## src/rtl/tabby_evt_pkg.sv

```systemverilog
// Shared definitions for the tabby event controller: register map,
// version word and read-FSM states.
package tabby_evt_pkg;

  localparam int unsigned REG_RAW     = 0;
  localparam int unsigned REG_PEND    = 1;
  localparam int unsigned REG_MASK    = 2;
  localparam int unsigned REG_IRQ     = 3;
  localparam int unsigned REG_MODE    = 4;
  localparam int unsigned REG_FORCE   = 5;
  localparam int unsigned REG_SCRATCH = 6;
  localparam int unsigned REG_VERSION = 7;

  localparam logic [31:0] VERSION = 32'h0001_000A;

  typedef enum logic [1:0] {
    IDLE,
    RD1,
    RD2
  } rd_state_e;

  // Expands the four Avalon byte enables into a 32-bit bit mask.
  function automatic logic [31:0] byte_mask(input logic [3:0] be);
    return {{8{be[3]}}, {8{be[2]}}, {8{be[1]}}, {8{be[0]}}};
  endfunction

endpackage

```

## src/rtl/tabby_evt_sync.sv

```systemverilog
// Brings asynchronous event lines into q_clock through two flops and
// delays them once more so rising edges can be detected.
module tabby_evt_sync #(
  parameter int NUM_EVENTS = 10
) (
  input  logic                  q_clock,
  input  logic                  q_reset,
  input  logic [NUM_EVENTS-1:0] evt_i,
  output logic [NUM_EVENTS-1:0] raw_o,
  output logic [NUM_EVENTS-1:0] rise_o
);

  logic [NUM_EVENTS-1:0] meta_q;
  logic [NUM_EVENTS-1:0] sync_q;
  logic [NUM_EVENTS-1:0] dly_q;

  always_ff @(posedge q_clock or posedge q_reset) begin
    if (q_reset) begin
      meta_q <= '0;
      sync_q <= '0;
      dly_q  <= '0;
    end else begin
      meta_q <= evt_i;
      sync_q <= meta_q;
      dly_q  <= sync_q;
    end
  end

  assign raw_o  = sync_q;
  assign rise_o = sync_q & ~dly_q;

endmodule

```

## src/rtl/tabby_event_ctrl.sv

```systemverilog
// Avalon-MM event/interrupt controller: latches synchronized events as
// pending bits, masks them into a registered irq vector, fixed-latency reads.
module tabby_event_ctrl
  import tabby_evt_pkg::*;
#(
  parameter int                    NUM_EVENTS = 10,
  parameter int                    ADDR_W     = 3,
  parameter logic [NUM_EVENTS-1:0] RESET_MASK = '0
) (
  input  logic                  q_clock,
  input  logic                  q_reset,
  input  logic [ADDR_W-1:0]     avs_address,
  input  logic [31:0]           avs_writedata,
  input  logic [3:0]            avs_byteenable,
  input  logic                  avs_write,
  input  logic                  avs_read,
  output logic [31:0]           avs_readdata,
  output logic                  avs_readdatavalid,
  output logic                  avs_waitrequest,
  input  logic [NUM_EVENTS-1:0] evt_in,
  output logic [NUM_EVENTS-1:0] irq_out,
  output logic                  irq_any
);

  rd_state_e             state_q, state_d;
  logic [ADDR_W-1:0]     raddr_q, raddr_d;
  logic [31:0]           rdata_q, rdata_d;
  logic                  rvalid_q, rvalid_d;
  logic [NUM_EVENTS-1:0] pend_q, pend_d;
  logic [NUM_EVENTS-1:0] mask_q, mask_d;
  logic [NUM_EVENTS-1:0] mode_q, mode_d;
  logic [31:0]           scratch_q, scratch_d;
  logic [NUM_EVENTS-1:0] irq_q;
  logic                  irq_any_q;

  logic [NUM_EVENTS-1:0] raw, rise, hw_set, clr, frc;
  logic [31:0]           bm, wmask, wr_addr, rd_addr;
  logic                  rd_acc, wr_acc;

  tabby_evt_sync #(.NUM_EVENTS(NUM_EVENTS)) u_sync (
    .q_clock (q_clock),
    .q_reset (q_reset),
    .evt_i   (evt_in),
    .raw_o   (raw),
    .rise_o  (rise)
  );

  // A simultaneous read and write lets the read go first; the write sees
  // waitrequest during RD1 and lands afterwards.
  always_comb begin
    state_d   = state_q;
    raddr_d   = raddr_q;
    rdata_d   = rdata_q;
    rvalid_d  = 1'b0;
    mask_d    = mask_q;
    mode_d    = mode_q;
    scratch_d = scratch_q;
    clr       = '0;
    frc       = '0;

    avs_waitrequest = (state_q == RD1);
    rd_acc  = avs_read & ~avs_waitrequest;
    wr_acc  = avs_write & ~avs_waitrequest & ~avs_read;
    bm      = byte_mask(avs_byteenable);
    wmask   = avs_writedata & bm;
    wr_addr = 32'(avs_address);
    rd_addr = 32'(raddr_q);

    if (rd_acc) raddr_d = avs_address;

    case (state_q)
      IDLE: if (rd_acc) state_d = RD1;
      RD1: begin
        state_d  = RD2;
        rvalid_d = 1'b1;
        case (rd_addr)
          REG_RAW:     rdata_d = 32'(raw);
          REG_PEND:    rdata_d = 32'(pend_q);
          REG_MASK:    rdata_d = 32'(mask_q);
          REG_IRQ:     rdata_d = 32'(pend_q & mask_q);
          REG_MODE:    rdata_d = 32'(mode_q);
          REG_SCRATCH: rdata_d = scratch_q;
          REG_VERSION: rdata_d = {VERSION[31:8], 8'(NUM_EVENTS)};
          default:     rdata_d = '0;
        endcase
      end
      RD2:     state_d = rd_acc ? RD1 : IDLE;
      default: state_d = IDLE;
    endcase

    if (wr_acc) begin
      case (wr_addr)
        REG_PEND:    clr       = wmask[NUM_EVENTS-1:0];
        REG_MASK:    mask_d    = (mask_q & ~bm[NUM_EVENTS-1:0]) | wmask[NUM_EVENTS-1:0];
        REG_MODE:    mode_d    = (mode_q & ~bm[NUM_EVENTS-1:0]) | wmask[NUM_EVENTS-1:0];
        REG_FORCE:   frc       = wmask[NUM_EVENTS-1:0];
        REG_SCRATCH: scratch_d = (scratch_q & ~bm) | wmask;
        default:     ;
      endcase
    end

    // Hardware set is OR-ed after the clear so it wins a same-cycle W1C.
    hw_set = (rise & ~mode_q) | (raw & mode_q);
    pend_d = (pend_q & ~clr) | hw_set | frc;
  end

  always_ff @(posedge q_clock or posedge q_reset) begin
    if (q_reset) begin
      state_q   <= IDLE;
      raddr_q   <= '0;
      rdata_q   <= '0;
      rvalid_q  <= 1'b0;
      pend_q    <= '0;
      mask_q    <= RESET_MASK;
      mode_q    <= '0;
      scratch_q <= '0;
      irq_q     <= '0;
      irq_any_q <= 1'b0;
    end else begin
      state_q   <= state_d;
      raddr_q   <= raddr_d;
      rdata_q   <= rdata_d;
      rvalid_q  <= rvalid_d;
      pend_q    <= pend_d;
      mask_q    <= mask_d;
      mode_q    <= mode_d;
      scratch_q <= scratch_d;
      irq_q     <= pend_d & mask_d;
      irq_any_q <= |(pend_d & mask_d);
    end
  end

  assign avs_readdata      = rdata_q;
  assign avs_readdatavalid = rvalid_q;
  assign irq_out           = irq_q;
  assign irq_any           = irq_any_q;

endmodule

```

## config.mk

```make
export PLATFORM = sky130hd
export DESIGN_NAME = tabby_event_ctrl
export DESIGN_NICKNAME = d
export VERILOG_FILES = /design/src/rtl/tabby_evt_pkg.sv /design/src/rtl/tabby_evt_sync.sv /design/src/rtl/tabby_event_ctrl.sv
export SDC_FILE = /design/constraint.sdc
export NUM_CORES = 1
export LEC_CHECK = 0
export BUFFER_PORTS_ARGS = -buffer_cell sky130_fd_sc_hd__buf_2
export CAP_MARGIN = 15
export CORE_MARGIN = 4
export CORE_UTILIZATION = 28
export CTS_BUF_LIST = sky130_fd_sc_hd__clkbuf_8
export CTS_CLUSTER_SIZE = 8
export DETAILED_ROUTE_END_ITERATION = 7
export GPL_ROUTABILITY_DRIVEN = 0
export SYNTH_ARGS = -nofsm -noshare
export SYNTH_HDL_FRONTEND = slang
export SYNTH_SLANG_ARGS = --single-unit
export TNS_END_PERCENT = 20
```

## constraint.sdc

```tcl
create_clock -name q_clock -period 4.5 [get_ports q_clock]
set_input_delay 0.9 -clock q_clock [delete_from_list [all_inputs] [get_ports q_clock]]
set_output_delay 0.9 -clock q_clock [all_outputs]
set_load 0.02 [all_outputs]
```

==> results.sh, run 1 <==
export IMPL_port_buffers=97
export IMPL_syn_area_sq_um=5460
export IMPL_h_tree_depth=4
export IMPL_max_slew_margin_pct=34.3
export IMPL_hp_start="u_sync.meta_q[6]"
export IMPL_r2r_end="avs_readdata[5]"
export IMPL_period_minus_slack_ns=2.76
export IMPL_yosys_area_top_type_share_pct=64.6
export IMPL_max_stage_delay_ns=0.94
export IMPL_cts_root_buf="clkbuf_8"
export IMPL_dr_total_vias=3801
export IMPL_drtPass1Iterations=5
export IMPL_cts_buffers=17
export IMPL_r2r_worst_path_cells=3
export IMPL_final_layout_size_suffix_gt1_share_pct=33.8
export IMPL_crit_path_end_kind="register"
export IMPL_core_sq_um=19000
export IMPL_synth_nets=468
export IMPL_postPlaceCellArea_sq_um=6240
export IMPL_timing_rr_start="raddr_q[1]"
export IMPL_critPathSlowestCell="a31oi_1"
export IMPL_nNetsFinal=569
export IMPL_fillers=1888
export IMPL_synth_top_family_by_area="multiplexers"
export IMPL_diodes=0
export IMPL_grt_pass1_wl_um=23000
export IMPL_critPathArrivalTime_ns=3.13
export IMPL_place_ws_ns=1.79
export IMPL_drcViolationCount=0
export IMPL_syn_to_final_growth_pct=22.4
export IMPL_ir_drop_v=0.000181
export IMPL_cts_resized=0
export IMPL_hold_path_end="u_sync.raw_o[6]"
export IMPL_synth_mux_area_share_pct=12.4
export IMPL_final_cell_mix="141 x dfrtp_1, 97 x buf_2, 42 x mux2_2, 31 x inv_1, 28 x a22o_1"
export IMPL_yosys_area_share_simple_pct=8.25
export IMPL_hold_buffers=0
export IMPL_regToRegSetupSlack_ns=1.74
export IMPL_hold_violations=0
export IMPL_final_cell_area_sq_um=6680
export IMPL_clk_transition_reported_paths_ns=0.07
export IMPL_first_global_vias=4070
export IMPL_power_mw=3.12
export IMPL_min_path_cells=0
export IMPL_rows=50
export IMPL_worstSetupPathType="register to register"
export IMPL_finClkSkew_ns=0.0102
export IMPL_ios=98
export IMPL_grt_max_degree=108
export IMPL_tritoncts="yes"
export IMPL_vias_per_cell=4.82
export IMPL_grtUsageTotal_pct=13.5
export IMPL_critPathLaunchType="register"
export IMPL_clock_sinks=141
export IMPL_hpwlAfterDp_um=9930
export IMPL_antenna_found_initial=1
export IMPL_cellPowerDensity_nw_per_um2=467
export IMPL_synth_adder_area_share_pct=0
export IMPL_synth_compound_area_share_pct=11.2
export IMPL_worst_pin_slew_ns=0.982
export IMPL_wl_per_cell_um=18.1
export IMPL_yosysWarnings=0
export IMPL_fin_ws_ns=1.74
export IMPL_die_x_um=148
export IMPL_min_period_over_period_pct=61.4
export IMPL_die_y_um=148
export IMPL_die_area_sq_um=21800
export IMPL_status="complete, no violations"
export IMPL_ys_types=39
export IMPL_drtIter0Drc=323
export IMPL_worstPathMaxFanout=18
export IMPL_grt_ovfl_total=0
export IMPL_yosysTopAreaCell="dfrtp_1"
export IMPL_synthCells=415
export IMPL_synthFlopType="dfrtp_1"
export IMPL_hold_class="register to register"
export IMPL_crit_required_ns=4.87
export IMPL_start_util_pct=28.8
export IMPL_cts_buffer_depth=2
export IMPL_drv_cap=0
export IMPL_post_cts_setup_buffers=0
export IMPL_ys_async_sr_fraction_pct=100
export IMPL_leakagePower_nw=3.34
export IMPL_clk_latency_ns=0.44
export IMPL_syn_avg_cell_area_sq_um=13.2
export IMPL_clock_fmax_mhz=362
export IMPL_slew_violations=0
export IMPL_yosysSeqAreaShare_pct=64.6
export IMPL_synth_edf_count=0
export IMPL_crit_chain="clkinv_1 -> a31oi_1 -> a22o_1"
export IMPL_synth_xor_area_share_pct=0
export IMPL_finalSetupTns_ns=0
export IMPL_layout_commonest_cell="dfrtp_1"
export IMPL_synth_area_leaders="dfrtp_1 65%, mux2_2 8.7%, a22o_1 4.5%"
export IMPL_wirelength_um=14300
export IMPL_rsz0062_at_grt="false"
export IMPL_ant_nets=0
export IMPL_synth_seq_cells=141
export IMPL_finalSetupViolCount=0
## worst max-delay path by stage
stage                from                    endpoint  slack, ns  cells after the start
6_report       raddr_q[1]             avs_readdata[5]       1.74                      3
5_1_grt        raddr_q[1]             avs_readdata[7]       1.60                      3
4_1_cts        state_q[1]             avs_waitrequest       1.76                      3
3_5_place_dp     avs_read                     irq_any       1.79                      8
3_3_place_gp     avs_read                     irq_any       1.86                      8
2_1_floorplan     q_reset  asynchronous set/reset pin       1.84                      1
## critical path: cells and delay by family (launching register included)
family	cells	cell delay (ns)
buffers and inverters	1	0.59
AO/OA/AOI/OAI	2	1.18
flip-flops	1	0.92
## logic make-up after synthesis
logic type | Yosys count
AO/OA/AOI/OAI | 83
buffers and inverters | 48
flip-flops | 141
multiplexers | 61
AND/OR/NAND/NOR | 82
## cells in the mapped netlist, types with 2 or more instances
library cell  instances
nor3b_1               2
nor4_1                2
mux2i_1              18
o221ai_1              2
nand4_1              14
a22oi_1               2
nor2_1               20
nor3_1                3
dfrtp_1             141
nand3_1               7
buf_2                 4
a21oi_1               9
o32a_1                3
a22o_1               28
nand2b_1             10
mux2_2               42
o32ai_1               2
o22ai_1               6
inv_1                27
nor2b_1               3
nand2_1              13
a222oi_1              8
clkbuf_1             14
o21ai_0              18
a31oi_1               3
## final cells by class
type,instances,area [sq um],area share [%]
Clock inverter,11,149,2.23
Multi-Input combinational cell,226,1750,26.1
Sequential cell,141,3530,52.8
Tap cell,260,325,4.87
Clock buffer,21,289,4.33
Inverter,28,109,1.63
Timing Repair Buffer,102,536,8.01
## power breakdown
part	leakage [nW]	internal (mW)	total (mW)	switching [mW]
combinational	1.33	0.203	0.492	0.289
sequential	1.77	1.42	1.53	0.107
clock	0.242	0.652	1.10	0.448
total	3.34	2.28	3.12	0.844
## routing by layer
layer	global-route usage [%]	up-vias	part of all wire [%]
met5	0	-	0.077
met4	3.91	2	1.5
met3	4.38	18	7.3
met2	21.6	137	49
met1	17.7	1938	42
li1	-	1706	-
## through the flow
| step | hold slack, ns | cells | util, % |
|---|---|---|---|
| after floorplan | 0.331 | 415 | - |
| after global placement | 0.333 | 757 | 32.9 |
| after detailed placement | 0.337 | 757 | 32.9 |
| after CTS | 0.347 | 789 | 35.3 |
| after global routing | 0.351 | 789 | 35.3 |
| final | 0.348 | 789 | 35.3 |
(Power assumes the default switching activity.)
==> run 2, diff against run 1 <==
ABC_AREA = 1   (was unset)
clock period = 2.7 ns   (was 4.5 ns; I/O delays follow)
==> results.sh, run 2 <==
export IMPL_yosysTopAreaCell="dfrtp_1"
export IMPL_max_slew_margin_pct=59.7
export IMPL_clock_sinks=141
export IMPL_dr_total_vias=4525
export IMPL_hpwlAfterDp_um=11300
export IMPL_finalSetupTns_ns=0
export IMPL_period_minus_slack_ns=2.24
export IMPL_first_global_vias=4587
export IMPL_nNetsFinal=772
export IMPL_die_y_um=152
export IMPL_yosys_cell_count_top_type="nand2_1"
export IMPL_critPathSlowestCell="dfrtp_1"
export IMPL_tritoncts="yes"
export IMPL_die_x_um=152
export IMPL_synth_area_leaders="dfrtp_1 60%, nand2_1 14%, mux2_2 4.8%"
export IMPL_crit_path_end_kind="primary output"
export IMPL_rsz0062_at_grt="false"
export IMPL_cts_buffers=17
export IMPL_clk_latency_ns=0.46
export IMPL_rows=52
export IMPL_syn_area_sq_um=5840
export IMPL_leakagePower_nw=3.58
export IMPL_status="complete, no violations"
export IMPL_fillers=2075
export IMPL_yosysSeqAreaShare_pct=60.5
export IMPL_synthFlopType="dfrtp_1"
export IMPL_finalSetupViolCount=0
export IMPL_max_stage_delay_ns=0.45
export IMPL_syn_to_final_growth_pct=22.0
export IMPL_grt_pass1_wl_um=25600
export IMPL_grtUsageMet1_pct=17.7
export IMPL_start_util_pct=28.7
export IMPL_critPathArrivalTime_ns=1.70
export IMPL_clk_transition_reported_paths_ns=0.08
export IMPL_cts_root_buf="clkbuf_8"
export IMPL_antenna_found_initial=3
export IMPL_syn_avg_cell_area_sq_um=9.58
export IMPL_worstSetupPathType="register to primary output"
export IMPL_min_period_over_period_pct=83.1
export IMPL_drv_cap=0
export IMPL_worst_pin_slew_ns=0.600
export IMPL_hold_violations=0
export IMPL_final_cell_mix="219 x nand2_1, 141 x dfrtp_1, 97 x buf_2, 47 x o21ai_0, 45 x inv_1"
export IMPL_hold_buffers=0
export IMPL_crit_chain="nor2_4 -> buf_4 -> buf_2"
export IMPL_cellPowerDensity_nw_per_um2=922
export IMPL_post_cts_setup_buffers=0
export IMPL_use_met3_pct=4.52
export IMPL_grt_use_met2_pct=22.1
export IMPL_drcViolationCount=0
export IMPL_ant_nets=0
export IMPL_ys_types=28
export IMPL_crit_required_ns=2.16
export IMPL_grt_busiest_layer="met2"
export IMPL_ios=98
export IMPL_hold_ws_ns=0.0647
export IMPL_vias_per_cell=4.51
export IMPL_crit_path_start="state_q[1]"
export IMPL_grt_ovfl_total=0
export IMPL_drtPass1Iterations=5
export IMPL_yosys_area_top_type_share_pct=60.5
export IMPL_port_buffers=97
export IMPL_synthCells=609
export IMPL_synth_commonest_cells="219 x nand2_1, 141 x dfrtp_1, 47 x o21ai_0, 46 x inv_1, 30 x nor2_1"
export IMPL_drtIter0Drc=332
export IMPL_wirelength_um=15700
export IMPL_timing_rr_start="raddr_q[0]"
export IMPL_slew_violations=0
export IMPL_cts_buffer_depth=2
export IMPL_clock_fmax_mhz=446
export IMPL_core_sq_um=20400
export IMPL_ir_drop_v=0.000346
export IMPL_cts_resized=0
export IMPL_wl_per_cell_um=15.7
export IMPL_final_layout_size_suffix_gt1_share_pct=25.3
export IMPL_ys_async_sr_fraction_pct=100
export IMPL_layout_commonest_cell="nand2_1"
export IMPL_die_area_sq_um=23200
export IMPL_synth_nets=662
export IMPL_grtUsageTotal_pct=14.0
export IMPL_yosysWarnings=0
export IMPL_synth_edf_count=0
export IMPL_finClkSkew_ns=0.0145
export IMPL_critPathLaunchType="register"
export IMPL_grt_max_degree=47
export IMPL_worstPathMaxFanout=33
export IMPL_hold_class="primary input to asynchronous set/reset pin"
export IMPL_h_tree_depth=4
export IMPL_synth_seq_cells=141
==> run 2: worst max-delay path: cells and delay by family (launching register included) <==
kind,cells,cell delay [ns]
buffers and inverters,2,0.64
flip-flops,1,0.45
AND/OR/NAND/NOR,1,0.16
==> run 2: cell type report <==
type / count / area (sq um) / area share [%]
clock buffer: 19 / 262 / 3.67
clock inverter: 13 / 153 / 2.14
sequential: 141 / 3530 / 49.5
antenna: 1 / 2.50 / 0.0351
timing repair buffer: 108 / 618 / 8.68
multi-input combinational: 401 / 2030 / 28.5
tap: 270 / 338 / 4.74
inverter: 50 / 191 / 2.69
==> run 2: per-layer routing <==
metal / part of all wire, % / vias to the layer above
met1: 43 / 2159
met3: 6.7 / 30
met2: 47 / 139
li1: - / 2193
met4: 2.8 / 4
met5: 0.13 / -
==> run 2: cell families after synthesis <==
kind of cell	after synthesis	share of synthesized area, %
compound gates	95	9.24
simple gates	277	19.7
buf+inv	67	4.76
flops	141	60.5
mux	29	5.85
==> run 2: worst paths after layout <==
check / end / slack (ns) / cells after the start
setup reg to reg: avs_readdata[5] / 0.59 / 7
setup / recovery: avs_waitrequest / 0.46 / 3
max in group asynchronous: mask_q[3] / 2.00 / 3
min in group q_clock: u_sync.meta_q[0] / 0.17 / 1
hold / removal: asynchronous set/reset pin / 0.06 / 2
hold reg to reg: u_sync.raw_o[8] / 0.35 / 0
==> run 2: power breakdown <==
group          total, mW  switching [mW]  internal, mW  leakage (nW)
clock network       1.76           0.873         0.887         0.200
logic               1.95            1.31         0.642          1.63
registers           2.86           0.285          2.57          1.74
total               6.57            2.47          4.10          3.58
==> run 2: per-stage QoR <==
step	setup WS (ns)	util [%]	instances	instance area, sq um	power [mW]
2_1_floorplan	0.397	-	609	5840	4.13
3_3_place_gp	0.652	32.9	970	6710	4.84
3_5_place_dp	0.634	32.9	970	6710	4.87
4_1_cts	0.400	35.0	1002	7120	6.63
5_1_grt	0.363	35.0	1003	7120	7.01
6_report	0.456	35.0	1003	7120	6.57
